--- src/rtl/arb_pkg.sv ---
// Shared definitions for the 4-way round-robin arbiter and its response router.
// Port index/select types and the one-hot encode/decode helpers live here.
package arb_pkg;

  localparam int NPORT = 4;

  typedef logic [1:0] port_idx_t;
  typedef logic [3:0] port_sel_t;

  // Lowest set bit wins, so a malformed multi-hot select still maps to a legal port.
  function automatic port_idx_t sel2idx(input port_sel_t sel);
    port_idx_t idx;
    idx = '0;
    for (int i = NPORT - 1; i >= 0; i--) begin
      if (sel[i]) idx = port_idx_t'(i);
    end
    return idx;
  endfunction

  function automatic port_sel_t idx2sel(input port_idx_t idx);
    return port_sel_t'(1) << idx;
  endfunction

  function automatic logic is_onehot(input port_sel_t sel);
    return (sel != '0) && ((sel & (sel - port_sel_t'(1))) == '0);
  endfunction

endpackage

--- src/rtl/resp_router_if.sv ---
// Push/response bundle between the arbiter, the shared response bus and resp_router.
// The router side uses the slave modport; the driving side uses master.
interface resp_router_if #(
  parameter int DEPTH = 8,
  parameter int DW    = 64
);
  import arb_pkg::*;

  port_sel_t                SEL;
  logic                     NEXT;
  logic                     RVALID;
  logic [DW-1:0]            RDATA;
  logic                     STALL;
  port_sel_t                OVALID;
  logic [DW-1:0]            ODATA;
  logic [$clog2(DEPTH):0]   PENDING;
  logic                     ERR;

  modport master (
    output SEL, NEXT, RVALID, RDATA,
    input  STALL, OVALID, ODATA, PENDING, ERR
  );

  modport slave (
    input  SEL, NEXT, RVALID, RDATA,
    output STALL, OVALID, ODATA, PENDING, ERR
  );

endinterface

--- src/rtl/resp_router_tag_fifo.sv ---
// tag_fifo: in-order store of the port index for each outstanding request.
// A push while full is accepted only if a pop frees the slot in the same cycle.
module tag_fifo
  import arb_pkg::*;
#(
  parameter int DEPTH = 8
) (
  input  logic                   CLK,
  input  logic                   RESET,
  input  logic                   i_push,
  input  port_idx_t              i_tag,
  input  logic                   i_pop,
  output port_idx_t              o_tag,
  output logic                   o_full,
  output logic                   o_empty,
  output logic [$clog2(DEPTH):0] o_count
);

  localparam int AW = $clog2(DEPTH);
  localparam int CW = AW + 1;

  port_idx_t       r_mem [DEPTH];
  logic [AW-1:0]   r_wr_ptr;
  logic [AW-1:0]   r_rd_ptr;
  logic [CW-1:0]   r_count;
  logic [CW-1:0]   w_count_nxt;
  logic            w_push_ok;
  logic            w_pop_ok;

  assign o_empty   = (r_count == '0);
  assign o_full    = (r_count == CW'(DEPTH));
  assign w_pop_ok  = i_pop & ~o_empty;
  assign w_push_ok = i_push & (~o_full | w_pop_ok);

  always_comb begin
    // NOTE: default assignment first so no path leaves w_count_nxt unassigned (no latch).
    w_count_nxt = r_count;
    unique case ({w_push_ok, w_pop_ok})
      2'b10:   w_count_nxt = r_count + 1'b1;
      2'b01:   w_count_nxt = r_count - 1'b1;
      default: ;
    endcase
  end

  // NOTE: state uses non-blocking assignments so every flop samples pre-edge values.
  always_ff @(posedge CLK or negedge RESET) begin
    if (!RESET) begin
      r_wr_ptr <= '0;
      r_rd_ptr <= '0;
      r_count  <= '0;
    end else begin
      if (w_push_ok) r_wr_ptr <= r_wr_ptr + 1'b1;
      if (w_pop_ok)  r_rd_ptr <= r_rd_ptr + 1'b1;
      r_count <= w_count_nxt;
    end
  end

  // NOTE: storage is deliberately not reset; the count alone decides which entries are live.
  always_ff @(posedge CLK) begin
    if (w_push_ok) r_mem[r_wr_ptr] <= i_tag;
  end

  assign o_tag   = r_mem[r_rd_ptr];
  assign o_count = r_count;

endmodule

--- src/rtl/resp_router.sv ---
// resp_router: records each arbiter grant and steers in-order responses back to it.
// Define RESP_ROUTER_CHECK_EN to enable the sticky ERR protocol checker.
module resp_router
  import arb_pkg::*;
#(
  parameter int DEPTH = 8,
  parameter int DW    = 64
) (
  input logic          CLK,
  input logic          RESET,
  resp_router_if.slave bus
);

  port_sel_t              w_sel;
  logic                   w_sel_any;
  logic                   w_push_req;
  logic                   w_pop_ok;
  logic                   w_full;
  logic                   w_empty;
  port_idx_t              w_pop_idx;
  logic [$clog2(DEPTH):0] w_count;
  port_sel_t              r_ovalid;
  logic [DW-1:0]          r_odata;

  assign w_sel     = bus.SEL;
  assign w_sel_any = |w_sel;
  assign w_pop_ok  = bus.RVALID & ~w_empty;

  tag_fifo #(
    .DEPTH (DEPTH)
  ) u_tag_fifo (
    .CLK     (CLK),
    .RESET   (RESET),
    .i_push  (w_push_req),
    .i_tag   (sel2idx(w_sel)),
    .i_pop   (bus.RVALID),
    .o_tag   (w_pop_idx),
    .o_full  (w_full),
    .o_empty (w_empty),
    .o_count (w_count)
  );

  // Responses with no matching tag are dropped: OVALID stays low, ODATA holds.
  always_ff @(posedge CLK or negedge RESET) begin
    if (!RESET) begin
      r_ovalid <= '0;
      r_odata  <= '0;
    end else begin
      r_ovalid <= w_pop_ok ? idx2sel(w_pop_idx) : '0;
      if (w_pop_ok) r_odata <= bus.RDATA;
    end
  end

`ifdef RESP_ROUTER_CHECK_EN
  logic w_sel_bad;
  logic w_overflow;
  logic w_underflow;
  logic r_err;

  // A multi-hot grant is an arbiter fault; the push is refused rather than guessed.
  assign w_sel_bad   = bus.NEXT & w_sel_any & ~is_onehot(w_sel);
  assign w_push_req  = bus.NEXT & is_onehot(w_sel);
  assign w_overflow  = w_push_req & w_full & ~w_pop_ok;
  assign w_underflow = bus.RVALID & w_empty;

  always_ff @(posedge CLK or negedge RESET) begin
    if (!RESET) r_err <= 1'b0;
    else        r_err <= r_err | w_sel_bad | w_overflow | w_underflow;
  end

  assign bus.ERR = r_err;
`else
  assign w_push_req = bus.NEXT & w_sel_any;
  assign bus.ERR    = 1'b0;
`endif

  assign bus.STALL   = w_full;
  assign bus.PENDING = w_count;
  assign bus.OVALID  = r_ovalid;
  assign bus.ODATA   = r_odata;

endmodule
--- src/flat_wrapper.sv ---
// flat-port wrapper written by rule: the top's interface ports become plain ports
module resp_router_flat import arb_pkg::*;
#(
  parameter int DEPTH = 8,
  parameter int DW    = 64
)
  (CLK, RESET, bus_SEL, bus_NEXT, bus_RVALID, bus_RDATA, bus_STALL, bus_OVALID, bus_ODATA, bus_PENDING, bus_ERR);
  resp_router_if #(.DEPTH(DEPTH), .DW(DW)) bus_i ();
  input logic CLK;
  input logic RESET;
  input wire logic [$bits(bus_i.SEL)-1:0] bus_SEL;
  input wire logic [$bits(bus_i.NEXT)-1:0] bus_NEXT;
  input wire logic [$bits(bus_i.RVALID)-1:0] bus_RVALID;
  input wire logic [$bits(bus_i.RDATA)-1:0] bus_RDATA;
  output wire logic [$bits(bus_i.STALL)-1:0] bus_STALL;
  output wire logic [$bits(bus_i.OVALID)-1:0] bus_OVALID;
  output wire logic [$bits(bus_i.ODATA)-1:0] bus_ODATA;
  output wire logic [$bits(bus_i.PENDING)-1:0] bus_PENDING;
  output wire logic [$bits(bus_i.ERR)-1:0] bus_ERR;
  assign bus_i.SEL = bus_SEL;
  assign bus_i.NEXT = bus_NEXT;
  assign bus_i.RVALID = bus_RVALID;
  assign bus_i.RDATA = bus_RDATA;
  assign bus_STALL = bus_i.STALL;
  assign bus_OVALID = bus_i.OVALID;
  assign bus_ODATA = bus_i.ODATA;
  assign bus_PENDING = bus_i.PENDING;
  assign bus_ERR = bus_i.ERR;
  resp_router #(.DEPTH(DEPTH), .DW(DW)) u_core (.CLK(CLK), .RESET(RESET), .bus(bus_i));
endmodule
--- config.mk ---
export PLATFORM = sky130hd
export DESIGN_NAME = resp_router_flat
export DESIGN_NICKNAME = d
export VERILOG_FILES = /design/src/rtl/arb_pkg.sv /design/src/rtl/resp_router_if.sv /design/src/rtl/resp_router_tag_fifo.sv /design/src/rtl/resp_router.sv /design/src/flat_wrapper.sv
export SDC_FILE = /design/constraint.sdc
export NUM_CORES = 1
export LEC_CHECK = 0
export CAP_MARGIN = 30
export CORE_MARGIN = 1
export CORE_UTILIZATION = 44
export DETAILED_ROUTE_END_ITERATION = 6
export GPL_TIMING_DRIVEN = 0
export PLACE_DENSITY_LB_ADDON = 0.05
export SLEW_MARGIN = 40
export SYNTH_ARGS = -nofsm -noshare
export SYNTH_HDL_FRONTEND = slang
export SYNTH_SLANG_ARGS = --single-unit
export TNS_END_PERCENT = 30
--- constraint.sdc ---
create_clock -name CLK -period 3 [get_ports CLK]
set_input_delay 0.45 -clock CLK [delete_from_list [all_inputs] [get_ports CLK]]
set_output_delay 0.45 -clock CLK [all_outputs]
set_load 0.005 [all_outputs]
==> impl_metrics.toml, run 1 <==
[run_status]
status = "finished, final reports clean"

[critical_path]
path_max_fanout = 4
r2r_slack_ps = 690
r2r-start = "u_core.u_tag_fifo.o_count[2]"
cp.arrival_ps = 2730
r2r_end = "u_core.u_tag_fifo.o_count[3]"
required_ps = 3270
crit_type = "in -> reg"
end_kind = "register"
rr_worst_depth = 8
start_kind = "primary input"

[global_routing]
grt_pass1_wl_um = 14000
grt_pass1_vias = 2985
grt-ovfl-total = 0
grt_max_degree = 62
track_usage_pct = 20.5
antenna_found_initial = 0

[synth]
synthesis.nets = 452
synth_top_area_cell = "dfrtp_1"
synth_top_area_share_pct = 51.3
ys_warn_count = 0
ys_types = 33
syn_area_per_cell_sq_um = 10.1
syn_inst = 375
synth-seq-area-share_pct = 64.0
syn_area_sq_mm = 0.00380
synth.area.top_cells = "dfrtp_1 51%, nand2_1 19%, edfxtp_1 13%"
ys_ff_latch = 94

[route]
drc = 0
wl_um = 8810
vias = 3036
dr.pass1.iters = 4
antenna_left = 0
wl_per_cell_um = 13.7
vias_per_cell = 4.73
drtIter0Drc = 94

[die]
die_y_um = 95.0
start_util_pct = 45.8
num_rows = 33
ios = 146
die_area_sq_mm = 0.00902
core_sq_mm = 0.00830
die_w_um = 95.0

[hold_path]
worstHoldEndpoint = "u_core.bus.ODATA[9]"
hold_path_class = "reg -> reg"
hold_start = "u_core.bus.ODATA[9]"
whs_path_depth = 2

[timing]
max_slew.worst_pin.slew_ps = 763
skew_ps = 9.47
finalCritPeriodShare_pct = 81.7
hold_violations = 0
holdWs_ps = 475
min_period_ps = 2450
slew_viol_final = 0
rsz0062_at_grt = "false"
setup_viol = 0
relSlewSlack_pct = 48.8
max_freq_ghz = 0.408

[final_layout]
drive_gt1_share_pct = 5.96
fin_nets = 609
insertedDiodeCount = 0
final_cell_mix = "197 x nand2_1, 143 x clkdlybuf4s50_1, 78 x dfrtp_1"
layout_commonest_cell = "nand2_1"
area_growth_pct = 49.1
final_area_sq_mm = 0.00567

[power]
ir_worst_vdd_mv = 0.492
p_leak_nw = 2.64
p_per_area_mw_per_mm2 = 770

[cts]
cts_root_buffer = "clkbuf_8"
clockBufferDepth = 2
h-tree-depth = 3
cts_setup_buffers = 0
clkTransAtPathRegs_ps = 90
cts.sinks = 94
cts_tree = "yes"
clk_latency_ps = 340
post_cts_resized = 0
cts_made_buffers = 9

[flow_run]
maxCapViolations = 0

[placement]
gp_congestion = 0.742
port_buffers = 144
dpl_cell_area_sq_mm = 0.00540
hpwlAfterDp_um = 6500
==> what timing repair did <==
action / 4_1_cts / 5_1_grt
setup endpoints to repair: 0 / 0
hold endpoints to repair: 17 / 0
hold buffers: 1 / 0
==> registers in the layout, summed over array words and instances (netlist names) <==
| signal | cells |
|---|---|
| u_core.u_tag_fifo.r_wr_ptr | 3 |
| u_core.u_tag_fifo.o_count | 4 |
| u_core.u_tag_fifo.r_mem | 16 |
| u_core.u_tag_fifo.r_rd_ptr | 3 |
| u_core.bus.OVALID | 4 |
| u_core.bus.ODATA | 64 |
==> worst max-delay path: stages <==
cell             delay, ps
clkdlybuf4s50_1        460
o41a_1                 520
nand2b_1               250
inv_1                  110
ha_1                   230
a21o_1                 160
a21oi_1                170
mux2i_1                230
xor2_1                 150
==> report_power, final <==
| part | internal [mW] | switching, mW | leakage, nW | total (mW) |
|---|---|---|---|---|
| sequential | 1.63 | 0.242 | 1.10 | 1.87 |
| combinational | 0.860 | 0.630 | 1.42 | 1.49 |
| clock | 0.590 | 0.415 | 0.128 | 1.01 |
| total | 3.08 | 1.29 | 2.64 | 4.37 |
==> cell families after synthesis <==
group / count (synthesis) / synth area share [%]
compound gates: 13 / 3.16
xor+xnor: 7 / 1.61
flops: 94 / 64.0
simple gates: 222 / 23.0
mux: 8 / 3.59
fa+ha+maj: 5 / 1.84
buf+inv: 25 / 2.70
other cells: 1 / 0.0986
==> layout make-up <==
type                    instances  area, sq um
inverters                       8         30.0
multi-input cells             256         1270
flip-flops and latches         94         2430
well taps                     105          131
clock inverters                 2         60.1
fillers                       666         2630
clock buffers                  14          194
plain buffers                  17         72.6
repair buffers                146         1480
==> stage by stage <==
stage	power (mW)	worst slack, ps	utilization, %	TNS, ps	instances
finish	4.37	548	68.3	0	642
global route	4.66	408	68.3	0	642
CTS	4.42	538	68.3	0	642
detailed placement	3.40	168	65.1	0	625
global placement	3.34	-1340	64.8	-103700	624
floorplan	2.55	813	-	0	375
==> Yosys cell counts <==
cell type,n
nand2_1,197
dfrtp_1,78
edfxtp_1,16
clkbuf_1,12
nor2_1,9
inv_1,8
nor3_1,6
xnor2_1,5
buf_2,4
ha_1,4
mux4_2,4
a21oi_1,3
a31oi_1,3
nand2b_1,3
mux2i_1,2
nor3b_1,2
o41a_1,2
xor2_1,2
a21o_1,1
buf_4,1
conb_1,1
fa_1,1
mux2_1,1
mux2_4,1
nand2_2,1
nand3_1,1
nand3b_1,1
nor4_1,1
o211ai_1,1
o211ai_2,1
o21ai_2,1
o41ai_4,1
or4b_4,1
==> layer usage <==
| metal | share of wire (%) | track usage [%] |
|---|---|---|
| met1 | 42 | 25.6 |
| met5 | 0 | 0 |
| met3 | 9.9 | 6.52 |
| met4 | 2.3 | 9.09 |
| met2 | 46 | 32.7 |
==> worst max path at each step <==
stage	from	slack, ps	endpoint	depth (start not counted)
2_1_floorplan	bus_SEL[0]	810	u_core.u_tag_fifo.o_count[3]	8
3_3_place_gp	RESET	-1340	u_core.bus.ODATA[23]	1
3_5_place_dp	bus_SEL[0]	170	u_core.u_tag_fifo.o_count[3]	9
4_1_cts	bus_SEL[0]	540	u_core.u_tag_fifo.o_count[3]	9
5_1_grt	bus_SEL[0]	410	u_core.u_tag_fifo.o_count[3]	9
6_report	bus_SEL[0]	550	u_core.u_tag_fifo.o_count[3]	9
Note: power is estimated with default switching activity, not from simulation.
==> inputs of run 2 (changes only) <==
- clock period: 3 -> 2.3 ns (I/O delays scaled with it)
==> run 2 against run 1 <==
  * Routed wire length up 0.26%
  * Cell count grew 0.78%
  * Register-to-register slack got worse by 550 ps
  * Critical endpoint is now bus_STALL
  * Largest cell class unchanged
  * Utilization up 0.60 points
  * Sequential share of layout area decreased by 0.29 points
  * Sequential power increased by 30%
  * Total power grew 32%
  * Worst setup slack worse by 500 ps
==> impl_metrics.toml, run 2 (same netlist as run 1, synthesis figures left out) <==
[final_layout]
layout_commonest_cell = "nand2_1"
insertedDiodeCount = 0
area_growth_pct = 50.4
final_cells = 647
fin_nets = 614
drive_gt1_share_pct = 7.75
largest_register_ffs = 64
final_cell_mix = "197 x nand2_1, 143 x clkdlybuf4s50_1, 74 x dfrtp_1"
utilization_pct = 68.9

[cts]
clockBufferDepth = 2
cts_made_buffers = 9
clk_latency_ps = 340
h-tree-depth = 3
cts.sinks = 94
cts_root_buffer = "clkbuf_8"
clkTransAtPathRegs_ps = 90
cts_tree = "yes"

[die]
num_rows = 33
start_util_pct = 45.8
ios = 146
die_y_um = 95.0
die_w_um = 95.0
die_area_sq_mm = 0.00902
core_sq_mm = 0.00830

[timing]
max_slew.worst_pin.slew_ps = 768
relSlewSlack_pct = 48.4
hold_violations = 0
slew_viol_final = 0
max_freq_ghz = 0.443
skew_ps = 10.3
finalCritPeriodShare_pct = 98.0
rsz0062_at_grt = "true"
timing.final.ws_setup_ps = 45.0
min_period_ps = 2250
setup_viol = 0
tns_ps = 0

[route]
vias = 3039
wl_um = 8840
dr.pass1.iters = 4
drtIter0Drc = 98
antenna_left = 0
drc = 0
wl_per_cell_um = 13.7
vias_per_cell = 4.70

[global_routing]
grt_max_degree = 62
grt_pass1_vias = 2999
track_usage_pct = 20.6
grt_pass1_wl_um = 14000
antenna_found_initial = 0
grt-ovfl-total = 0

[critical_path]
critPathLaunch = "u_core.u_tag_fifo.o_count[0]"
required_ps = 1960
cp_cell_sequence = "or4b_4 -> inv_1 -> clkdlybuf4s50_1"
path_max_fanout = 4
cp.arrival_ps = 1910
r2r-start = "u_core.u_tag_fifo.o_count[3]"
crit_path_max_incr_delay_ps = 560
end_kind = "primary output"
start_kind = "register"
crit_type = "reg -> out"
crit_slowest_cell = "or4b_4"
path_buf_inv = 2
cp_top_family = "simple AND/OR/NAND/NOR gates"

[run_status]
status = "finished, final reports clean"

[placement]
dp.cells = 625
dp_slack_ps = -427
port_buffers = 144
hpwlAfterDp_um = 6500
gp_congestion = 0.742

[power]
p_leak_nw = 2.67
ir_worst_vdd_mv = 0.666
finalPower_mw = 5.75
p_per_area_mw_per_mm2 = 1010

[flow_run]
maxCapViolations = 0

[hold_path]
hold_path_class = "in -> async"
[run 2: cell types whose count changed in the layout (fill, tap and decap cells not counted), sizes merged]
cell,previous run,this run
buf,7,12
[run 2: power breakdown]
group | switching [mW] | internal, mW
sequential | 0.298 | 2.13
clock | 0.543 | 0.769
combinational | 0.848 | 1.16
total | 1.69 | 4.07
[run 2: repair_timing]
item / 4_1_cts / 5_1_grt
hold buffers: 1 / 0
resized for setup: 3 / 2
pin swaps: 1 / 2
setup endpoints to repair: 2 / 2
hold endpoints to repair: 17 / 0
buffers inserted: 2 / 3
[run 2: final cells by class]
cell class / count / area, sq um
plain buffers: 17 / 72.6
clock buffers: 14 / 194
clock inverters: 2 / 60.1
fillers: 656 / 2580
inverters: 8 / 30.0
multi-input cells: 256 / 1270
flip-flops and latches: 94 / 2440
well taps: 105 / 131
repair buffers: 151 / 1520
[run 2: through the flow]
stage | hold WS [ps] | cell area (sq um)
2_1_floorplan | 49.4 | 3800
3_3_place_gp | 456 | 5380
3_5_place_dp | 198 | 5400
4_1_cts | 381 | 5690
5_1_grt | 406 | 5720
6_report | 400 | 5720
[run 2: path summary, 6_finish.rpt]
path	to	slack [ps]	cells after the start
max reg2reg	u_core.u_tag_fifo.o_count[3]	140	8
max in group asynchronous	u_core.bus.ODATA[9]	1350	3
min reg2reg	u_core.bus.ODATA[9]	480	2
max	bus_STALL	50	3
min in group CLK	u_core.bus.ODATA[9]	480	2
min	u_core.bus.OVALID[3]	400	2
[run 2: routing by layer]
layer | share of wire [%] | wire, um | global-route usage [%] | vias up
met2 | 46 | 4100 | 33.0 | 111
met1 | 42 | 3740 | 25.4 | 1395
li1 | - | - | - | 1515
met4 | 2.3 | 199 | 9.09 | 0
met3 | 9.0 | 794 | 6.52 | 18
met5 | 0 | 0 | 0 | -
==> inputs of run 3 (changes only) <==
- GPL_TIMING_DRIVEN: 0 -> 1
==> run 3 against run 2 <==
  * Cell area decreased by 1.2%
  * Via count decreased by 1.6%
  * Clock skew decreased by 4.9 ps
  * Sequential share of layout area increased by 0.43 points
  * Global-route usage decreased by 0.62 points
  * Clock power decreased by 28%
  * Total power decreased by 6.1%
  * Die area unchanged
  * Maximum frequency increased by 5.2%
  * Utilization decreased by 0.83 points
  * Critical endpoint is now u_core.u_tag_fifo.o_count[3]
  * Largest power group unchanged
==> impl_metrics.toml, run 3 (same netlist as run 1, synthesis figures left out) <==
[critical_path]
required_ps = 2570
r2r_slack_ps = 160
cp_cell_sequence = "buf_4 -> o41a_2 -> nand2b_1 -> inv_1 -> buf_4 -> ha_1 -> a21oi_2 -> mux2i_1 -> xor2_1"
path_max_fanout = 2
cp_top_family = "compound AO/OA/AOI/OAI gates"
path_buf_inv = 3
cpMostUsedCell = "buf_4"
rr_worst_depth = 9
crit_slowest_cell = "o41a_2"
r2r-start = "u_core.u_tag_fifo.o_count[0]"
crit_type = "reg -> reg"
r2r_end = "u_core.u_tag_fifo.o_count[3]"
start_kind = "register"
end_kind = "register"
crit_path_max_incr_delay_ps = 440
cp.arrival_ps = 2420

[global_routing]
grt_max_degree = 71
grt_pass1_vias = 2881
grt-ovfl-total = 0
met3_usage_pct = 6.92
track_usage_pct = 19.9
grtUsageMet1_pct = 25.5
antenna_found_initial = 0
grt-busiest-layer = "met2"
met2_usage_pct = 31.5
grt_pass1_wl_um = 13600

[timing]
hold_violations = 0
setup_viol = 0
slew_viol_final = 0
rsz0062_at_grt = "false"
skew_ps = 5.42
max_slew.worst_pin.slew_ps = 691
relSlewSlack_pct = 53.9
min_period_ps = 2140
finalCritPeriodShare_pct = 93.2
tns_ps = 0
max_freq_ghz = 0.466

[hold_path]
whs_path_depth = 2
hold_path_class = "reg -> reg"
worstHoldEndpoint = "u_core.bus.ODATA[59]"
hold_start = "u_core.bus.ODATA[59]"

[placement]
gp_congestion = 0.782
hpwlAfterDp_um = 6110
port_buffers = 144

[final_layout]
largest_register_ffs = 64
fin_nets = 612
layout_commonest_cell = "nand2_1"
final_cell_mix = "197 x nand2_1, 142 x clkdlybuf4s50_1, 78 x dfrtp_1"
insertedDiodeCount = 0
area_growth_pct = 48.6
multi_input_area_sq_mm = 0.00127
utilization_pct = 68.1
drive_gt1_share_pct = 8.89
seqCellArea_sq_mm = 0.00243
fillCellCount = 661

[route]
wl_per_cell_um = 13.5
wl_um = 8730
antenna_left = 0
drc = 0
vias = 2990
drtIter0Drc = 104
vias_per_cell = 4.64
dr.pass1.iters = 5

[cts]
cts.sinks = 94
clk_latency_ps = 350
cts_root_buffer = "clkbuf_8"
cts_tree = "yes"
cts_made_buffers = 9
clkTransAtPathRegs_ps = 80
h-tree-depth = 3
clockBufferDepth = 2

[run_status]
status = "finished, final reports clean"

[die]
num_rows = 33
ios = 146
die_w_um = 95.0
start_util_pct = 45.8
die_area_sq_mm = 0.00902
core_sq_mm = 0.00830
die_y_um = 95.0

[power]
ir_worst_vdd_mv = 0.745
p_per_area_mw_per_mm2 = 956
finalPower_mw = 5.40
p_leak_nw = 2.66

[flow_run]
maxCapViolations = 0
-- run 3: cell types whose count changed in the layout (fill, tap and decap cells not counted), sizes merged, moves of 2 or more --
cell / change
clkinv: +3
clkinvlp: +2
bufinv: -2
buf: +10
clkbuf: -16
-- run 3: per-stage QoR --
stage | cell area, sq um | cells | setup WS [ps] | hold slack [ps]
6_report | 5650 | 645 | 156 | 477
5_1_grt | 5650 | 645 | 35.9 | 501
4_1_cts | 5650 | 645 | 105 | 482
3_5_place_dp | 5460 | 626 | -225 | 374
3_3_place_gp | 5460 | 626 | -213 | 370
2_1_floorplan | 3800 | 375 | 158 | 49.4
-- run 3: layer usage --
metal  part of all wire [%]  routed length (um)  up-vias
met1                     43                3750     1373
met4                    1.0                  87        0
met2                     47                4070      106
met5                      0                   0        -
li1                       -                   -     1503
met3                    9.4                 825        8
-- run 3: final cells by class --
cell class              instances  area share [%]
clock inverters                 6           0.664
clock buffers                  10            2.26
inverters                       8           0.532
multi-input cells             256            22.5
well taps                     105            2.33
flip-flops and latches         94            43.1
repair buffers                166            28.6
-- run 3: how the worst max path moves through the flow --
stage	slack [ps]	to	from	cells after the start
3_5_place_dp	-230	u_core.u_tag_fifo.o_count[3]	bus_SEL[0]	9
5_1_grt	40	u_core.u_tag_fifo.o_count[3]	u_core.u_tag_fifo.o_count[0]	9
6_report	160	u_core.u_tag_fifo.o_count[3]	u_core.u_tag_fifo.o_count[0]	9
4_1_cts	110	u_core.u_tag_fifo.o_count[3]	u_core.u_tag_fifo.o_count[0]	9
2_1_floorplan	160	u_core.u_tag_fifo.o_count[3]	u_core.u_tag_fifo.o_count[3]	8
3_3_place_gp	-210	u_core.u_tag_fifo.o_count[3]	bus_SEL[0]	9
-- run 3: worst reg2reg max path, delay by kind of cell, from the launching register on --
kind / cells / cell delay [ps]
simple gates: 1 / 110
xor+xnor: 1 / 150
fa+ha+maj: 1 / 310
buf+inv: 3 / 320
compound gates: 2 / 590
mux: 1 / 220
flops: 1 / 380
-- run 3: power breakdown --
| group | total (mW) | internal (mW) | switching, mW |
|---|---|---|---|
| registers | 2.42 | 2.12 | 0.294 |
| logic | 2.04 | 1.18 | 0.850 |
| clock network | 0.948 | 0.390 | 0.558 |
| total | 5.40 | 3.70 | 1.70 |
-- run 3: what timing repair did --
action | in CTS | in global routing
endpoints found under the setup margin | 1 | 1
endpoints found under the hold margin | 31 | 0
hold buffers | 1 | 0
buffers inserted | 2 | 0
pin swaps | 1 | 0
resized for setup | 1 | 1
